[src/rtl/z80_pkg.sv]
`default_nettype none
// ============================================================================
// Module  : z80_pkg
// Purpose : Shared flag bit positions, block-op descriptor and sequencer
//           state encodings for the Z80 block transfer/compare sequencer.
// Revision: 1.0 - initial release
// ============================================================================
package z80_pkg;

  localparam int FLAG_C_BIT  = 0;
  localparam int FLAG_N_BIT  = 1;
  localparam int FLAG_PV_BIT = 2;
  localparam int FLAG_F3_BIT = 3;
  localparam int FLAG_H_BIT  = 4;
  localparam int FLAG_F5_BIT = 5;
  localparam int FLAG_Z_BIT  = 6;
  localparam int FLAG_S_BIT  = 7;

  typedef struct packed {
    logic cp;
    logic dec;
    logic rep;
  } block_op_t;

  typedef logic [2:0] seq_state_t;

  localparam seq_state_t ST_IDLE = 3'd0;
  localparam seq_state_t ST_RD   = 3'd1;
  localparam seq_state_t ST_WR   = 3'd2;
  localparam seq_state_t ST_UPD  = 3'd3;
  localparam seq_state_t ST_GAP  = 3'd4;
  localparam seq_state_t ST_DONE = 3'd5;

endpackage : z80_pkg
`default_nettype wire

[src/rtl/z80_block_flags.sv]
`default_nettype none
// ============================================================================
// Module  : z80_block_flags
// Purpose : Combinational F for one block-op iteration. Optional macro
//           Z80_BLOCK_UNDOC_FLAGS_EN makes F5/F3 follow silicon behaviour.
// Revision: 1.0 - initial release
// ============================================================================
module z80_block_flags
  import z80_pkg::*;
(
  input  logic        cp,
  input  logic [7:0]  a,
  input  logic [7:0]  mem_byte,
  input  logic [7:0]  f_in,
  input  logic [15:0] bc_new,
  output logic [7:0]  f_out
);

  logic [7:0] diff;
  logic       half_borrow;

  assign diff        = a - mem_byte;
  assign half_borrow = (a[3:0] < mem_byte[3:0]);

`ifdef Z80_BLOCK_UNDOC_FLAGS_EN
  logic [7:0] undoc_n;
  assign undoc_n = cp ? (diff - {7'd0, half_borrow}) : (a + mem_byte);
`endif

  always_comb begin
    f_out = f_in;
    if (cp) begin
      f_out[FLAG_S_BIT] = diff[7];
      f_out[FLAG_Z_BIT] = (diff == 8'h00);
      f_out[FLAG_H_BIT] = half_borrow;
      f_out[FLAG_N_BIT] = 1'b1;
    end else begin
      f_out[FLAG_H_BIT] = 1'b0;
      f_out[FLAG_N_BIT] = 1'b0;
    end
    f_out[FLAG_PV_BIT] = (bc_new != 16'h0000);
`ifdef Z80_BLOCK_UNDOC_FLAGS_EN
    f_out[FLAG_F5_BIT] = undoc_n[1];
    f_out[FLAG_F3_BIT] = undoc_n[3];
`endif
  end

endmodule : z80_block_flags
`default_nettype wire

[src/rtl/z80_block_op_seq.sv]
`default_nettype none
// ============================================================================
// Module  : z80_block_op_seq
// Purpose : Multi-cycle sequencer for LDI/LDD/LDIR/LDDR/CPI/CPD/CPIR/CPDR.
//           F5/F3 behaviour selectable via Z80_BLOCK_UNDOC_FLAGS_EN.
// Revision: 1.0 - initial release
// ============================================================================
module z80_block_op_seq
  import z80_pkg::*;
#(
  parameter int REP_GAP  = 5,
  parameter int INT_EXIT = 1
) (
  input  logic        clk,
  input  logic        reset_n,
  input  logic        start,
  input  logic        op_cp,
  input  logic        op_dec,
  input  logic        op_rep,
  input  logic [7:0]  reg_a,
  input  logic [7:0]  f_in,
  input  logic [15:0] bc_in,
  input  logic [15:0] de_in,
  input  logic [15:0] hl_in,
  output logic        mem_req,
  output logic        mem_we,
  output logic [15:0] mem_addr,
  output logic [7:0]  mem_wdata,
  input  logic        mem_ack,
  input  logic [7:0]  mem_rdata,
  input  logic        int_pending,
  output logic        busy,
  output logic        done,
  output logic        ip_rewind,
  output logic [7:0]  f_out,
  output logic [15:0] bc_out,
  output logic [15:0] de_out,
  output logic [15:0] hl_out
);

  localparam int GAP_W = (REP_GAP > 1) ? $clog2(REP_GAP + 1) : 1;
  localparam logic [GAP_W-1:0] GAP_LOAD = GAP_W'((REP_GAP > 0) ? (REP_GAP - 1) : 0);

  seq_state_t       state;
  block_op_t        op;
  logic [7:0]       a_reg;
  logic [7:0]       f_reg;
  logic [15:0]      bc_reg;
  logic [15:0]      de_reg;
  logic [15:0]      hl_reg;
  logic [7:0]       data_byte;
  logic [GAP_W-1:0] gap_cnt;
  logic             rewind;

  logic [15:0] bc_new;
  logic [15:0] step;
  logic [7:0]  f_new;
  logic        cont;

  assign bc_new = bc_reg - 16'd1;
  assign step   = op.dec ? 16'hFFFF : 16'h0001;

  z80_block_flags u_flags (
    .cp       (op.cp),
    .a        (a_reg),
    .mem_byte (data_byte),
    .f_in     (f_reg),
    .bc_new   (bc_new),
    .f_out    (f_new)
  );

  // A compare stops on a match even when BC has not run out.
  assign cont = op.rep && (bc_new != 16'h0000) && !(op.cp && f_new[FLAG_Z_BIT]);

  always_ff @(posedge clk or negedge reset_n) begin
    if (!reset_n) begin
      state     <= ST_IDLE;
      op        <= '0;
      a_reg     <= 8'h00;
      f_reg     <= 8'h00;
      bc_reg    <= 16'h0000;
      de_reg    <= 16'h0000;
      hl_reg    <= 16'h0000;
      data_byte <= 8'h00;
      gap_cnt   <= '0;
      rewind    <= 1'b0;
    end else begin
      case (state)
        ST_IDLE: begin
          if (start) begin
            op     <= '{cp: op_cp, dec: op_dec, rep: op_rep};
            a_reg  <= reg_a;
            f_reg  <= f_in;
            bc_reg <= bc_in;
            de_reg <= de_in;
            hl_reg <= hl_in;
            rewind <= 1'b0;
            state  <= ST_RD;
          end
        end
        ST_RD: begin
          if (mem_ack) begin
            data_byte <= mem_rdata;
            state     <= op.cp ? ST_UPD : ST_WR;
          end
        end
        ST_WR: begin
          if (mem_ack) begin
            state <= ST_UPD;
          end
        end
        ST_UPD: begin
          bc_reg <= bc_new;
          hl_reg <= hl_reg + step;
          if (!op.cp) begin
            de_reg <= de_reg + step;
          end
          f_reg <= f_new;
          if (!cont) begin
            state <= ST_DONE;
          end else if ((INT_EXIT != 0) && int_pending) begin
            rewind <= 1'b1;
            state  <= ST_DONE;
          end else if (REP_GAP == 0) begin
            state <= ST_RD;
          end else begin
            gap_cnt <= GAP_LOAD;
            state   <= ST_GAP;
          end
        end
        ST_GAP: begin
          if (gap_cnt == '0) begin
            state <= ST_RD;
          end else begin
            gap_cnt <= gap_cnt - 1'b1;
          end
        end
        ST_DONE: state <= ST_IDLE;
        default: state <= ST_IDLE;
      endcase
    end
  end

  assign mem_req   = (state == ST_RD) || (state == ST_WR);
  assign mem_we    = (state == ST_WR);
  assign mem_addr  = (state == ST_WR) ? de_reg : ((state == ST_RD) ? hl_reg : 16'h0000);
  assign mem_wdata = (state == ST_WR) ? data_byte : 8'h00;
  assign busy      = (state != ST_IDLE);
  assign done      = (state == ST_DONE);
  assign ip_rewind = rewind && (state == ST_DONE);
  assign f_out     = f_reg;
  assign bc_out    = bc_reg;
  assign de_out    = de_reg;
  assign hl_out    = hl_reg;

endmodule : z80_block_op_seq
`default_nettype wire
[config.mk]
export PLATFORM = sky130hd
export DESIGN_NAME = z80_block_op_seq
export DESIGN_NICKNAME = d
export VERILOG_FILES = /design/src/rtl/z80_pkg.sv /design/src/rtl/z80_block_flags.sv /design/src/rtl/z80_block_op_seq.sv
export SDC_FILE = /design/constraint.sdc
export NUM_CORES = 1
export LEC_CHECK = 0
export CORE_AREA = 2 2 98 147
export DETAILED_ROUTE_END_ITERATION = 7
export DIE_AREA = 0 0 100 149
export PLACE_DENSITY = 0.76
export SYNTH_ARGS = -nofsm -noshare
export SYNTH_HDL_FRONTEND = slang
export SYNTH_HIERARCHICAL = 1
export SYNTH_SLANG_ARGS = --single-unit
export TNS_END_PERCENT = 20
[constraint.sdc]
create_clock -name clk -period 2.5 [get_ports clk]
set_input_delay 0.625 -clock clk [delete_from_list [all_inputs] [get_ports clk]]
set_output_delay 0.625 -clock clk [all_outputs]
set_load 0.005 [all_outputs]
# Word-level counts from Yosys, hierarchy flattened
# Cells that the tools add are included.
dict set report totals {
  register_bits 82
  latchBits 0
  mem_bits_rw 0
  mem_bits_ro 0
  input_bits 80
  out_inout_bits 85
  word_cells 90
  mem_count 0
}
dict set report classes {
  addsub 5
  mul 0
  div 0
  n_lt_le_gt_ge 1
  eq_ne 15
  shifts 0
  mux 32
  n_bitwise 1
  n_reduce_logical 22
}
# op count
set op_table {}
lappend op_table {{two-way mux 16 bit} 7}
lappend op_table {{one-hot mux 16 bit (2 select lines)} 3}
lappend op_table {{adder 16 bit} 2}
lappend op_table {{two-way mux 3 bit} 7}
lappend op_table {{!= test 2 bit (second input constant)} 9}
lappend op_table {{two-way mux 8 bit} 2}
lappend op_table {{one-hot mux 8 bit (2 select lines)} 1}
lappend op_table {{nonzero test 16 bit} 1}
lappend op_table {{subtractor 16 x 1 -> 16 bit (second input constant)} 1}
lappend op_table {{one-hot mux 3 bit (5 select lines)} 1}
lappend op_table {{AND reduction 4 bit} 3}
lappend op_table {{AND reduction 3 bit} 3}
lappend op_table {{logical NOT 8 bit} 1}
lappend op_table {{two-way mux 1 bit} 8}
lappend op_table {{subtractor 8 bit} 1}
lappend op_table {{== test 3 x 2 -> 1 bit (second input constant)} 2}
lappend op_table {{== test 3 bit (second input constant)} 2}
lappend op_table {{logical NOT 3 bit} 2}
lappend op_table {{one-hot mux 3 bit (2 select lines)} 1}
lappend op_table {{AND reduction 2 bit} 3}
lappend op_table {{logical AND 1 bit} 4}
lappend op_table {{< comparator 4 bit} 1}
lappend op_table {{nonzero test 2 bit} 2}
lappend op_table {{== test 3 x 1 -> 1 bit (second input constant)} 1}
lappend op_table {{other kinds (8)} 8}

# Logic depth before layout (Yosys ltp)
dict set report logic_depth {
  ltp_word 8
  depth_mapped 11
  depth_no_buf 11
}

# Hierarchy
# The synthesis kept the hierarchy.
# module instances cells_per_inst area_each_um2 seq_area_each_um2
set by_module_without_submodules {}
lappend by_module_without_submodules {z80_block_op_seq 1 612 5467.7 2052.0}
lappend by_module_without_submodules {z80_block_flags 1 56 431.7 0.0}

# Worst setup path before layout
# No wires, ideal clock.
dict set report synth_timing {
  path_type {register -> register}
  from {register op[1] (netlist bit)}
  to {register de_reg[14] (netlist: de_out[14])}
  setup_time_ps 104
  t_arrival_ps 2688
  t_required_ps 2396
  path_slack_ps -292
  path_stages_with_launch 10
  path_buffers 0
  synth_period_minus_slack_ps 2792
  path_cell_list {dfrtp_1 inv_1 fa_1 nor2b_1 o31a_1 o41ai_1 a311oi_1 a31oi_1 xor2_1 o311ai_1}
}
dict set report synth_via {
  elab_chain_len 4
}
# item line
set synth_rtl {}
lappend synth_rtl {{start: declaration} z80_block_op_seq.sv:45} ;# block_op_t op;
lappend synth_rtl {{start signal: assignment} z80_block_op_seq.sv:91} ;# op <= '{cp: op_cp, dec: op_dec, rep: op_rep};
lappend synth_rtl {{two-way mux 16 bit} z80_block_op_seq.sv:61} ;# assign step = op.dec ? 16'hFFFF : 16'h0001;
lappend synth_rtl {{adder 16 bit} z80_block_op_seq.sv:116} ;# de_reg <= de_reg + step;
lappend synth_rtl {{two-way mux 16 bit} z80_block_op_seq.sv:115} ;# if (!op.cp) begin
lappend synth_rtl {{one-hot mux 16 bit (2 select lines)} z80_block_op_seq.sv:88} ;# case (state)
lappend synth_rtl {{end signal: assignment} z80_block_op_seq.sv:95} ;# de_reg <= de_in;
lappend synth_rtl {{end signal: assignment} z80_block_op_seq.sv:116}
lappend synth_rtl {{end: declaration} z80_block_op_seq.sv:49} ;# logic [15:0] de_reg;
# No other way between the ends. The select of a mux whose other input is x is not followed.
# A chain may end at the register's enable or synchronous reset.

# Worst setup path after layout
# Same ends and word-level chain as after synthesis.

==> flow_summary.yaml <==
floorplanning:
  io_pins: 165
  design.core.area_um2: 13800
  rows: 53
  die_h_um: 149
  start_util_pct: 42.8
  die_w_um: 100
  dieArea_um2: 14900
drt:
  drt-total-wl_um: 20900
  vias: 6196
  drt_pass1_iterations: 5
  wire_per_inst_um: 19.5
  initialDrtViolationCount: 384
  drcViolationCount: 0
  ant_nets: 0
  via_per_inst: 5.76
yosys:
  synth_area_leaders: "dfrtp_1 35%, ha_1 8.3%, nand2_1 6.1%"
  synthMuxAreaShare_pct: 2.93
  avgSynthCellArea_um2: 8.83
  yosysWarnings: 6
  synthXorXnorAreaFrac_pct: 6.30
  syn_inst: 668
  async_reset_ff_share_pct: 100
  ys_seq_area_share_pct: 34.8
  synth_nets: 789
  synth_top_family_by_area: "compound AO/OA/AOI/OAI gates"
  synth_area_um2: 5900
  synth-edff-count: 0
  synthTopCellsByCount: "96 x nand2_1, 82 x dfrtp_1, 50 x nor2_1"
  synth_ff_type: "dfrtp_1"
  synth_most_common_cell: "nand2_1"
  synthAdderAreaFrac_pct: 8.95
  synth_top_area_share_pct: 34.8
  ys_types: 74
  yosys.area_share.simple_pct: 19.9
  synth_compound_gate_area_share_pct: 22.6
  ys_seq_elements: 82
  synth_top_area_cell: "dfrtp_1"
outcome:
  status: "finished, violations left"
  failed_checks: "negative setup slack"
worst_setup_path:
  path_cells: "buf_4 -> inv_1 -> fa_2 -> nor2b_2 -> o31a_1 -> o41ai_2 -> buf_4 -> a311oi_4 -> a31oi_1 -> xor2_1 -> o311ai_1"
  critPathTopFamily: "compound AO/OA/AOI/OAI gates"
  critPathMaxStageDelay_ns: 0.46
  r2r_start: "op[1]$_DFFE_PN0P_"
  slowest_stage: "dfrtp_4"
  worstSetupEndpointType: "flip-flop"
  crit_path_max_fanout: 6
  path_class: "reg -> reg"
  required_ns: 2.73
  critPathArrivalTime_ns: 2.82
  cp.buffers_inverters: 3
  critPathMostFrequentCell: "buf_4"
  critPathLaunchType: "flip-flop"
  critPathLaunch: "op[1]$_DFFE_PN0P_"
clock_tree:
  cts_num_sinks: 82
  cts_tree: "built"
  clk_pin_slew_ns: 0.07
  cts_root_buf: "clkbuf_16"
  cts_buffers: 9
  ctsLongestPathBuffers: 2
  clk_latency_ns: 0.35
  htree_num_levels: 3
layout:
  drive_gt1_share_pct: 21.5
  syn2layout_area_growth_pct: 53.6
  utilization_pct: 65.7
  fin_nets: 1025
placed_design:
  gp_congestion: 0.914
  numPortBuffers: 164
  hpwl_um: 14800
grt:
  grt_use_total_pct: 26.8
  grt_pass1_vias: 6191
  grt.overflow.total: 0
  grt_max_degree: 56
  grt_pass1_wl_um: 31300
  antenna_found_initial: 1
timing:
  slew_headroom_pct: 69.1
  max_freq_mhz: 386
  fin_crit_sh_pct: 104
  finalSetupViolations: 9
  fin_ws_ns: -0.0893
  rsz0062_at_grt: "yes"
  tightest_slew_ns: 0.463
  hold_ws_ns: 0.196
  hold_violations: 0
  maxSlewViolCount: 0
  fin_crit_ns: 2.59
  clock_skew_ns: 0.0101
pwr:
  leakage_nw: 4.15
  p_per_area_nw_per_um2: 1620
  power_mw: 14.7
  peakVddDrop_mv: 0.872
job:
  max_cap_violations: 0
min_path:
  hp-class: "in -> async"
area by class of cell:
cell class                      instances  area (µm²)
Sequential cell                        82        2060
Multi-Input combinational cell        527        3950
Timing Repair Buffer                  260        2450
Tap cell                              165         206
Antenna cell                            1        2.50
Clock buffer                            9         225
Inverter                               24        90.1
Clock inverter                          7        82.6
Fill cell                            1086        4730
kinds of logic (layout without fill, tap and decap cells):
| kind of cell | Yosys count | after routing |
|---|---|---|
| AND/OR/NAND/NOR | 238 | 238 |
| AO/OA/AOI/OAI | 192 | 192 |
| flip-flops | 82 | 82 |
| buffers and inverters | 59 | 300 |
| adder cells (fa/ha/maj) | 41 | 41 |
| XOR/XNOR | 40 | 40 |
| multiplexers | 16 | 16 |
| other | 0 | 1 |
layer usage:
metal  routed length (µm)  track usage, %  up-vias
met5                    0               0        -
met4                  923            12.6        0
met3                  985            3.66       54
met2                11000            48.1      239
met1                 8020            31.2     2992
li1                     -               -     2911
stage by stage:
stage                     std cells  worst slack (ns)  setup TNS [ns]  cell area, µm²
after floorplan                 668            0.0525               0            5900
after global placement         1042            -0.146          -0.655            8230
after detailed placement       1042            -0.219           -1.10            8230
after CTS                      1065            -0.150           -1.30            8740
after global routing           1075            -0.268           -1.90            9060
final                          1075           -0.0893          -0.446            9060
worst paths after layout:
kind                       cells after the start  slack, ns                      to
max                                           11      -0.09  de_out[14]$_DFFE_PN0P_
min                                            1       0.20   bc_out[2]$_DFFE_PN0P_
min in group clk                               2       0.49       op[0]$_DFFE_PN0P_
max reg2reg                                   11      -0.09  de_out[14]$_DFFE_PN0P_
max in group asynchronous                      2       1.62       op[1]$_DFFE_PN0P_
min reg2reg                                    2       0.49       op[0]$_DFFE_PN0P_
where the power goes:
group / internal [mW] / switching [mW] / total [mW] / leakage, nW
combinational: 5.29 / 5.26 / 10.5 / 3.01
sequential: 2.00 / 0.733 / 2.73 / 0.995
clock: 0.795 / 0.610 / 1.40 / 0.152
total: 8.08 / 6.60 / 14.7 / 4.15
placed cells by master, fill, tap and decap left out, types with 14 or more instances in the layout:
cell and count:
a21oi_1 27, a22o_1 17, a22oi_1 23, buf_4 86
clkdlybuf4s50_1 143, dfrtp_1 80, ha_1 31, inv_1 21
nand2_1 95, nor2_1 45, nor3_1 14, o21ai_0 15
o21ai_1 24, xnor2_1 17, xor2_1 20
what timing repair did:
| action | in CTS | in global routing |
|---|---|---|
| gates resized for setup | 45 | 60 |
| pin swaps | 7 | 26 |
| buffers inserted | 6 | 10 |
| cloned | 1 | 0 |
| setup endpoints to repair | 36 | 26 |
| endpoints found under the hold margin | 0 | 0 |
| hold buffers | 0 | 0 |
(Power assumes the default switching activity.)
